## src/rtl/fetch_sequencer_if.sv

```systemverilog
// Instruction-memory fetch channel.
//
// Signals:
//   imem_req   : fetch request, held until acknowledged
//   imem_addr  : word-aligned fetch address
//   imem_ack   : memory returns imem_rdata in this cycle
//   imem_rdata : 32-bit instruction word
//
// Modports:
//   master : fetch sequencer side (drives req/addr)
//   slave  : instruction memory side (drives ack/rdata)
interface fetch_sequencer_if #(
    parameter int unsigned ADDR_W = 32
);
    logic              imem_req;
    logic [ADDR_W-1:0] imem_addr;
    logic              imem_ack;
    logic [31:0]       imem_rdata;

    modport master (
        output imem_req,
        output imem_addr,
        input  imem_ack,
        input  imem_rdata
    );

    modport slave (
        input  imem_req,
        input  imem_addr,
        output imem_ack,
        output imem_rdata
    );
endinterface

```

## src/rtl/fetch_sequencer.sv

```systemverilog
// Instruction fetch and PC sequencing stage.
//
// Fetches 32-bit words over the imem req/ack channel into the instruction
// register, presents opcode/funct to the control decoder for one decode
// window (ir_valid), then uses Jump/Branch/zero to select the next PC.
//
// Ports:
//   clk         : system clock, rising edge
//   clr         : asynchronous active-low reset
//   imem        : fetch channel (master modport of fetch_sequencer_if)
//   instruction : ir[31:26], opcode to control
//   funct       : ir[5:0]
//   ir          : full instruction register
//   ir_valid    : decode window active, control inputs sampled this cycle
//   pc          : current PC
//   Branch      : conditional branch request from control
//   Jump        : unconditional jump request from control (beats Branch)
//   zero        : ALU zero flag, valid during ir_valid
//   stall       : hold the decode window
//   fetch_err   : sticky fetch timeout flag
//
// Build option:
//   FETCH_TIMEOUT_EN : when defined, a fetch left unacknowledged for
//                      TIMEOUT_CYC cycles sets fetch_err and parks the block
//                      in S_HALT. When undefined, fetch waits forever and
//                      fetch_err is tied 0.
//
// State | Meaning
// ------+-------------------------------------------------------------
// IDLE  | out of reset, no request; leaves on the first clock edge
// FETCH | imem_req=1 at imem_addr=pc, waiting for imem_ack
// ISSUE | ir_valid=1, decode window; advances pc unless stalled
// HALT  | fetch timed out; exits only through reset
module fetch_sequencer #(
    parameter int unsigned ADDR_W      = 32,
    parameter logic [31:0] RESET_PC    = 32'h0000_0000,
    parameter int unsigned TIMEOUT_CYC = 16
) (
    input  logic              clk,
    input  logic              clr,
    fetch_sequencer_if.master imem,
    output logic [5:0]        instruction,
    output logic [5:0]        funct,
    output logic [31:0]       ir,
    output logic              ir_valid,
    output logic [ADDR_W-1:0] pc,
    input  logic              Branch,
    input  logic              Jump,
    input  logic              zero,
    input  logic              stall,
    output logic              fetch_err
);

    typedef enum logic [1:0] {
        S_IDLE  = 2'd0,
        S_FETCH = 2'd1,
        S_ISSUE = 2'd2,
        S_HALT  = 2'd3
    } state_t;

    state_t            state;
    logic              req_q;
    logic [ADDR_W-1:0] pc4;
    logic [ADDR_W-1:0] br_off;
    logic [ADDR_W-1:0] pc_next;

`ifdef FETCH_TIMEOUT_EN
    localparam int unsigned TMO_W = $clog2(TIMEOUT_CYC + 1);
    logic [TMO_W-1:0] tmo_cnt;
    logic             err_q;
`endif

    // Address is the PC itself so it is valid and stable for the whole fetch.
    assign imem.imem_addr = pc;
    assign imem.imem_req  = req_q;
    assign instruction    = ir[31:26];
    assign funct          = ir[5:0];

    // Next-PC selection; only consumed in S_ISSUE when not stalled.
    always_comb begin
        pc4     = pc + ADDR_W'(4);
        br_off  = {{(ADDR_W-18){ir[15]}}, ir[15:0], 2'b00};
        pc_next = pc4;
        if (Jump) begin
            pc_next = {pc4[ADDR_W-1 -: 4], ir[25:0], 2'b00};
        end else if (Branch && zero) begin
            pc_next = pc4 + br_off;
        end
    end

    always_ff @(posedge clk or negedge clr) begin
        if (!clr) begin
            state    <= S_IDLE;
            pc       <= RESET_PC;
            ir       <= 32'h0;
            req_q    <= 1'b0;
            ir_valid <= 1'b0;
`ifdef FETCH_TIMEOUT_EN
            tmo_cnt  <= '0;
            err_q    <= 1'b0;
`endif
        end else begin
            case (state)
                S_IDLE: begin
                    state <= S_FETCH;
                    req_q <= 1'b1;
`ifdef FETCH_TIMEOUT_EN
                    tmo_cnt <= '0;
`endif
                end

                S_FETCH: begin
                    if (imem.imem_ack) begin
                        // An ack on the last allowed cycle still wins over timeout.
                        ir       <= imem.imem_rdata;
                        state    <= S_ISSUE;
                        req_q    <= 1'b0;
                        ir_valid <= 1'b1;
`ifdef FETCH_TIMEOUT_EN
                    end else if (tmo_cnt == TMO_W'(TIMEOUT_CYC - 1)) begin
                        // pc is left pointing at the faulting fetch address.
                        err_q <= 1'b1;
                        state <= S_HALT;
                        req_q <= 1'b0;
                    end else begin
                        tmo_cnt <= tmo_cnt + TMO_W'(1);
`endif
                    end
                end

                S_ISSUE: begin
                    if (!stall) begin
                        pc       <= pc_next;
                        state    <= S_FETCH;
                        req_q    <= 1'b1;
                        ir_valid <= 1'b0;
`ifdef FETCH_TIMEOUT_EN
                        tmo_cnt  <= '0;
`endif
                    end
                end

                S_HALT: begin
                    req_q    <= 1'b0;
                    ir_valid <= 1'b0;
                end

                default: begin
                    state    <= S_IDLE;
                    req_q    <= 1'b0;
                    ir_valid <= 1'b0;
                end
            endcase
        end
    end

`ifdef FETCH_TIMEOUT_EN
    assign fetch_err = err_q;
`else
    // Timeout limit has no function in this build.
    logic unused_timeout;
    assign unused_timeout = (TIMEOUT_CYC == 0);
    assign fetch_err      = 1'b0;
`endif

endmodule
```

## src/flat_wrapper.sv

```systemverilog
// flat-port wrapper written by rule: the top's interface ports become plain ports
module fetch_sequencer_flat 
#(
    parameter int unsigned ADDR_W      = 32,
    parameter logic [31:0] RESET_PC    = 32'h0000_0000,
    parameter int unsigned TIMEOUT_CYC = 16
)
  (clk, clr, instruction, funct, ir, ir_valid, pc, Branch, Jump, zero, stall, fetch_err, imem_imem_req, imem_imem_addr, imem_imem_ack, imem_imem_rdata);
  fetch_sequencer_if #(.ADDR_W(ADDR_W)) imem_i ();
  input  logic clk;
  input  logic clr;
  output logic [5:0] instruction;
  output logic [5:0] funct;
  output logic [31:0] ir;
  output logic ir_valid;
  output logic [ADDR_W-1:0] pc;
  input  logic Branch;
  input  logic Jump;
  input  logic zero;
  input  logic stall;
  output logic fetch_err;
  output wire logic [$bits(imem_i.imem_req)-1:0] imem_imem_req;
  output wire logic [$bits(imem_i.imem_addr)-1:0] imem_imem_addr;
  input wire logic [$bits(imem_i.imem_ack)-1:0] imem_imem_ack;
  input wire logic [$bits(imem_i.imem_rdata)-1:0] imem_imem_rdata;
  assign imem_imem_req = imem_i.imem_req;
  assign imem_imem_addr = imem_i.imem_addr;
  assign imem_i.imem_ack = imem_imem_ack;
  assign imem_i.imem_rdata = imem_imem_rdata;
  fetch_sequencer #(.ADDR_W(ADDR_W), .RESET_PC(RESET_PC), .TIMEOUT_CYC(TIMEOUT_CYC)) u_core (.clk(clk), .clr(clr), .imem(imem_i), .instruction(instruction), .funct(funct), .ir(ir), .ir_valid(ir_valid), .pc(pc), .Branch(Branch), .Jump(Jump), .zero(zero), .stall(stall), .fetch_err(fetch_err));
endmodule
```

## config.mk

```make
export PLATFORM = sky130hd
export DESIGN_NAME = fetch_sequencer_flat
export DESIGN_NICKNAME = d
export VERILOG_FILES = /design/src/rtl/fetch_sequencer_if.sv /design/src/rtl/fetch_sequencer.sv /design/src/flat_wrapper.sv
export SDC_FILE = /design/constraint.sdc
export NUM_CORES = 1
export LEC_CHECK = 0
export ABC_CLOCK_PERIOD_IN_PS = 4100
export BUFFER_PORTS_ARGS = -buffer_cell sky130_fd_sc_hd__buf_4
export CAP_MARGIN = 20
export CORE_ASPECT_RATIO = 0.8
export CORE_MARGIN = 4
export CORE_UTILIZATION = 41
export DETAILED_ROUTE_END_ITERATION = 8
export PLACE_DENSITY = 0.64
export SLEW_MARGIN = 20
export SYNTH_ARGS = -nofsm -noshare
export SYNTH_HDL_FRONTEND = slang
export SYNTH_SLANG_ARGS = --single-unit
export TNS_END_PERCENT = 100
```

## constraint.sdc

```tcl
create_clock -name clk -period 4.1 [get_ports clk]
set_input_delay 0.82 -clock clk [delete_from_list [all_inputs] [get_ports clk]]
set_output_delay 0.82 -clock clk [all_outputs]
set_load 0.03 [all_outputs]
```

==> run_results.csv, run 1 <==
group,metric,value,unit
placement,port_buffers,144,
final_layout,ff_latch_area,1658,um^2
route,wl_per_cell,17.90,um
global_route,grt_pass1_vias,4896,
timing,timing.final.crit_share,0.9386,
power_and_ir_drop,leakage,3.133,nW
global_route,antenna_found_initial,0,
power_and_ir_drop,power.internal,3.139,mW
cts,root_buffer,"clkbuf_16",
timing,setup_tns,0,ns
final_layout,final_cell_mix,"buf_4 (156), nand2_1 (67), dfrtp_1 (61)",
final_layout,mostFrequentLayoutCell,"buf_4",
global_route,grt_start_max_net_pins,67,
power_and_ir_drop,irDropWorstVdd,0.0004774,V
logic_synthesis,syn-instance-count,627,
critical_path,start_kind,"flop",
cts,post_cts_buffers,0,
critical_path,critical_path_arrival,4.07,ns
final_layout,num-fill-cells,1230,
die,die-area,15230,um^2
timing,layout_setup_ws,0.2519,ns
global_route,grt_pass1_wl,25910,um
timing,period_minus_slack,3.848,ns
global_route,grt-ovfl-total,0,
cts,clockBufferDepth,2,
route,drc,0,
final_layout,drive_gt1_frac,0.3074,
die,die_x,137.0,um
die,core-area,12960,um^2
final_layout,diodes,0,
timing,worstMarginPinSlew,0.8491,ns
timing,slew_viol_final,0,
cts,path_clk_slew,0.07,ns
die,die_h,111.2,um
timing,clock.fmax,259.9,MHz
timing,hold_violations,0,
critical_path,critPathRequiredTime,4.32,ns
placement,gp_congestion,0.9290,
logic_synthesis,avgSynthCellArea,8.703,um^2
power_and_ir_drop,pwr-share-clk,0.114,
logic_synthesis,yosys_warnings,0,
final_layout,finish.instance_area,6728,um^2
run_status,status,"complete, no violations",
critical_path,path_class,"flop to flop",
placement,dp_hpwl,12170,um
timing,max-slew-margin-rel,0.4340,
logic_synthesis,async_flop_share,1.000,
route,vias,5031,
route,ant_nets,0,
cts,clock_sinks,66,
die,num_rows,37,
route,dr.first_iter.drc_count,378,
cts,insertion_delay,0.34,ns
timing,setup_viol,0,
logic_synthesis,synth_edf_count,0,
logic_synthesis,synth_flop_cell,"dfrtp_1",
placement,pre_cts_slack,0.1761,ns
route,viasPerCell,5.547,
die,ios,150,
route,dr.pass1.iters,6,
power_and_ir_drop,swShare,0.5219,
power_and_ir_drop,combPwrFrac,0.671,
route,routed_wirelength,16240,um
final_layout,multi_input_area,3368,um^2
cts,htreeDepth,3,
final_layout,fin_nets,804,
timing,fin_worst_skew,0.01306,ns
placement,placed_area,6419,um^2
critical_path,endpoint_kind,"flop",
min_path,min_path_type,"flop to flop",
final_layout,area_delta_synth_final,23.30,%
critical_path,crit_fanout,8,
job,cap_violations,0,
power_and_ir_drop,power_switching,3.426,mW
logic_synthesis,ys_ff_latch,66,
cts,cts_made_buffers,9,
logic_synthesis,synth_seq_area_share,0.3027,
power_and_ir_drop,pwr-share-seq,0.216,
power_and_ir_drop,p_per_area,975.8,nW/um^2
global_route,grt.total_usage,0.2147,
logic_synthesis,syn_area,5456,um^2
cts,cts_tree,"yes",
logic_synthesis,ys_types,57,
die,start_util,0.4209,
==> area by class of cell <==
cell class | instances | share of cell area
flip-flops and latches | 66 | 0.2464
multi-input cells | 487 | 0.5007
clock buffers | 9 | 0.03348
inverters | 7 | 0.003906
clock inverters | 7 | 0.008927
well taps | 175 | 0.03255
repair buffers | 156 | 0.1741
==> cell families after synthesis <==
group	count (synthesis)	share of synthesized area
multiplexers	32	0.06604
other	1	0.0006873
AND/OR/NAND/NOR	195	0.1669
flip-flops	66	0.3027
adder cells (fa/ha/maj)	38	0.08851
XOR/XNOR	52	0.08347
AO/OA/AOI/OAI	165	0.2048
buffers and inverters	78	0.08691
==> synthesized netlist by cell type (3+ instances only) <==
library cell | number | share of area
xnor2_1 | 29 | 0.047
nand3b_1 | 3 | 0.0041
nor2b_1 | 3 | 0.0034
o21a_1 | 5 | 0.0069
o31ai_1 | 4 | 0.0055
or3_1 | 8 | 0.0092
dfrtp_1 | 66 | 0.30
nor2_1 | 50 | 0.034
o22ai_1 | 3 | 0.0034
a22oi_1 | 3 | 0.0041
buf_4 | 47 | 0.065
a211oi_1 | 13 | 0.018
a21o_1 | 17 | 0.023
and3_1 | 7 | 0.0080
xor2_1 | 23 | 0.037
o21bai_1 | 3 | 0.0041
clkbuf_1 | 18 | 0.012
mux2_2 | 32 | 0.066
nand4_1 | 7 | 0.0080
a21oi_1 | 39 | 0.036
buf_2 | 4 | 0.0037
nand2_1 | 67 | 0.046
o21ai_1 | 5 | 0.0046
inv_1 | 7 | 0.0048
and4_1 | 5 | 0.0080
o21ai_0 | 38 | 0.035
nand3_1 | 17 | 0.016
o211ai_1 | 7 | 0.0096
nor3_1 | 13 | 0.012
ha_1 | 37 | 0.085
a31oi_1 | 7 | 0.0080
and2_1 | 3 | 0.0034
nor4_1 | 3 | 0.0034
==> through the flow <==
step           instances  utilization  hold slack (ns)  total power, mW
3_5_place_dp         891       0.4952           0.5288            5.781
3_3_place_gp         891       0.4952           0.5139            5.742
2_1_floorplan        631            -           0.5087            4.616
5_1_grt              907       0.5190           0.5530            7.017
6_report             907       0.5190           0.5372            6.565
4_1_cts              907       0.5172           0.5435            6.559
==> per-layer routing <==
layer | wire (um) | part of all wire | global-route usage | up-vias
li1 | - | - | - | 2403
met1 | 7692 | 0.47 | 0.3136 | 2376
met2 | 6907 | 0.43 | 0.3182 | 226
met3 | 1397 | 0.086 | 0.05082 | 26
met4 | 242 | 0.015 | 0.05319 | 0
met5 | 0 | 0 | 0 | -
==> final timing paths <==
check | from | endpoint | slack (ns) | cells past startpoint
max | u_core.imem.imem_addr[4] | u_core.imem.imem_addr[31] | 0.25 | 14
min in group asynchronous | clr | u_core.imem.imem_addr[24] | 0.58 | 1
max in group asynchronous | clr | u_core.imem.imem_addr[8] | 2.92 | 1
min | u_core.ir[28] | u_core.ir[28] | 0.54 | 1
max reg2reg | u_core.imem.imem_addr[4] | u_core.imem.imem_addr[31] | 0.25 | 14
min reg2reg | u_core.ir[28] | u_core.ir[28] | 0.54 | 1
==> power by group through the flow <==
stage / sequential [mW] / clock [mW] / combinational (mW)
after detailed placement: 1.42 / 0 / 4.37
final: 1.42 / 0.746 / 4.40
after global routing: 1.47 / 0.792 / 4.75
after CTS: 1.41 / 0.764 / 4.39
after floorplan: 1.84 / 0 / 2.78
after global placement: 1.40 / 0 / 4.35
==> registers in the layout, summed over array words and instances, names as in the netlist <==
signal                 count
u_core.ir                 32
u_core.imem.imem_addr     30
u_core.state               2
u_core.imem.imem_req       1
u_core.ir_valid            1
==> worst max-delay path: stages, from the launching register on <==
cell and delay (ns):
dfrtp_1 0.49, and4_1 0.36, nand3_1 0.16, nor2_1 0.33, nand4_1 0.18, xnor2_1 0.20, ha_1 0.37, nand4_1 0.13
or3_1 0.40, or2_1 0.25, a21o_1 0.21, o21ai_1 0.21, a21oi_1 0.06, nor4_1 0.27, nand3_1 0.10
==> timing repair <==
item | 4_1_cts | 5_1_grt
gates resized for setup | 0 | 8
endpoints found under the setup margin | 0 | 1
hold buffers | 0 | 0
Note: power is estimated with default switching activity, not from simulation.
==> inputs of run 2 (changes only) <==
BUFFER_PORTS_ARGS = -buffer_cell sky130_fd_sc_hd__buf_2   (was -buffer_cell sky130_fd_sc_hd__buf_4)
==> run 2 against run 1 <==
Compared with the run above:
- via count fell by 0.38%
- cell area fell by 5.0%
- maximum frequency rose by 1.4%
- worst setup slack improved by 0.054 ns
- sequential share of layout area rose by 1.4 points
- sequential power barely moved
- non-clock buffer count fell by 1
- clock power rose by 7.8%
- flip-flop and latch count did not move
- count of clock-buffer cells in the layout did not move
- global-route usage rose by 0.52 points
- power fell by 3.6%
==> run_results.csv, run 2 (synthesized netlist as in run 1, its figures left out) <==
group,metric,value,unit
run_status,status,"complete, no violations",
die,num_rows,37,
power_and_ir_drop,power,6.332,mW
route,dr.pass1.iters,5,
cts,post_cts_buffers,0,
die,die-area,15230,um^2
timing,hold_violations,0,
cts,root_buffer,"clkbuf_16",
critical_path,crit_buf_inv,0,
final_layout,finish.instance_area,6389,um^2
power_and_ir_drop,p_per_area,991.1,nW/um^2
timing,worstMarginPinSlew,0.8378,ns
route,routed_wirelength,16380,um
timing,clock.fmax,263.5,MHz
global_route,grt-ovfl-total,0,
final_layout,largest_reg_flops,32,
global_route,grt_pass1_wl,26360,um
critical_path,path_class,"flop to flop",
die,die_h,111.2,um
timing,holdWs,0.4626,ns
cts,clockBufferDepth,2,
route,vias,5012,
job,cap_violations,0,
final_layout,final_cell_mix,"buf_2 (144), nand2_1 (67), dfrtp_1 (58)",
timing,layout_setup_ws,0.3056,ns
route,drc,0,
placement,pre_cts_slack,0.2002,ns
final_layout,num-fill-cells,1264,
global_route,antenna_found_initial,0,
min_path,min_path_type,"input port to asynchronous set/reset pin",
timing,slew_viol_final,0,
placement,gp_congestion,0.8629,
timing,fin_worst_skew,0.01277,ns
final_layout,fin_nets,803,
power_and_ir_drop,irDropWorstVdd,0.0005398,V
placement,placed_area,6051,um^2
route,viasPerCell,5.532,
final_layout,regMostFlops,"u_core.ir",
timing,timing.final.crit_share,0.9255,
final_layout,layout.cells.non_filler,906,
global_route,grt.total_usage,0.2199,
placement,port_buffers,144,
critical_path,cpLargestDelayFamily,"compound AO/OA/AOI/OAI gates",
die,die_x,137.0,um
global_route,grt_start_max_net_pins,50,
cts,cts_tree,"yes",
route,wl_per_cell,18.08,um
final_layout,multi_input_area,3377,um^2
cts,clock_sinks,66,
critical_path,endpoint_kind,"flop",
placement,dp_cells,890,
power_and_ir_drop,leakage,3.044,nW
cts,htreeDepth,3,
critical_path,critPathRequiredTime,4.33,ns
final_layout,drive_gt1_frac,0.3160,
die,ios,150,
die,core-area,12960,um^2
critical_path,critical_path_arrival,4.03,ns
critical_path,crit_fanout,8,
route,ant_nets,0,
placement,dp_hpwl,12310,um
critical_path,start_kind,"flop",
cts,insertion_delay,0.35,ns
die,start_util,0.4209,
final_layout,mostFrequentLayoutCell,"buf_2",
final_layout,diodes,0,
final_layout,ff_latch_area,1662,um^2
timing,max-slew-margin-rel,0.4398,
timing,period_minus_slack,3.794,ns
final_layout,area_delta_synth_final,17.08,%
cts,cts_made_buffers,9,
critical_path,slowest_delay,0.42,ns
critical_path,critical_path.cell_chain,"and4_2 -> nand4_1 -> or2_4 -> nor2_1 -> xor2_1 -> ha_1 -> a21o_1 -> a21o_1 -> a211o_1 -> o21bai_2 -> a31oi_4 -> o21bai_1 -> a21oi_1 -> xor2_1 -> o21ai_1",
critical_path,slowest_stage,"dfrtp_2",
timing,setup_viol,0,
cts,path_clk_slew,0.07,ns
route,dr.first_iter.drc_count,486,
global_route,grt_pass1_vias,4817,
-- run 2: cell types whose count changed in the layout (fill, tap and decap cells not counted), moves of 2 or more --
cell and delta:
nor2_1 -2, buf_4 -145, buf_2 +144, dfrtp_2 +3, nor2_2 +2, dfrtp_1 -3
-- run 2: worst register-to-register path: cells and delay by family, from the launching register on --
kind,cells,cell delay [ns]
XOR/XNOR,2,0.37
flip-flops,1,0.42
AO/OA/AOI/OAI,8,1.55
adder cells (fa/ha/maj),1,0.33
AND/OR/NAND/NOR,4,0.98
-- run 2: final cells by class --
| type | instances | share of cell area |
|---|---|---|
| Multi-Input combinational cell | 487 | 0.5286 |
| Inverter | 7 | 0.004113 |
| Clock buffer | 9 | 0.03525 |
| Sequential cell | 66 | 0.2601 |
| Tap cell | 175 | 0.03427 |
| Timing Repair Buffer | 155 | 0.1257 |
| Clock inverter | 7 | 0.01195 |
-- run 2: what timing repair did --
action / 4_1_cts / 5_1_grt
hold buffers: 0 / 0
gates resized for setup: 0 / 16
endpoints found under the setup margin: 0 / 2
-- run 2: through the flow --
stage | setup TNS, ns | util
global route | -0.03596 | 0.4929
global placement | 0 | 0.4668
floorplan | 0 | -
CTS | 0 | 0.4901
detailed placement | 0 | 0.4668
finish | 0 | 0.4929
-- run 2: path summary, 6_finish.rpt --
check | startpoint | endpoint | slack [ns] | depth (start not counted)
max | u_core.imem.imem_addr[8] | u_core.imem.imem_addr[25] | 0.31 | 15
min | clr | u_core.ir[8] | 0.46 | 1
max reg2reg | u_core.imem.imem_addr[8] | u_core.imem.imem_addr[25] | 0.31 | 15
min reg2reg | u_core.ir[28] | u_core.ir[28] | 0.52 | 1
max in group asynchronous | clr | u_core.imem.imem_addr[16] | 2.62 | 2
min in group clk | u_core.ir[28] | u_core.ir[28] | 0.52 | 1
-- run 2: metal layers --
layer | global-route usage | up-vias | wire length (um)
li1 | - | 2399 | -
met1 | 0.3296 | 2385 | 7811
met2 | 0.3228 | 211 | 7049
met3 | 0.04446 | 17 | 1297
met4 | 0.05253 | 0 | 224
met5 | 0 | - | 0
-- run 2: report_power, final --
| part | internal, mW | switching (mW) | leakage (nW) |
|---|---|---|---|
| clock network | 0.475 | 0.329 | 0.142 |
| registers | 0.939 | 0.466 | 0.798 |
| logic | 1.51 | 2.61 | 2.10 |
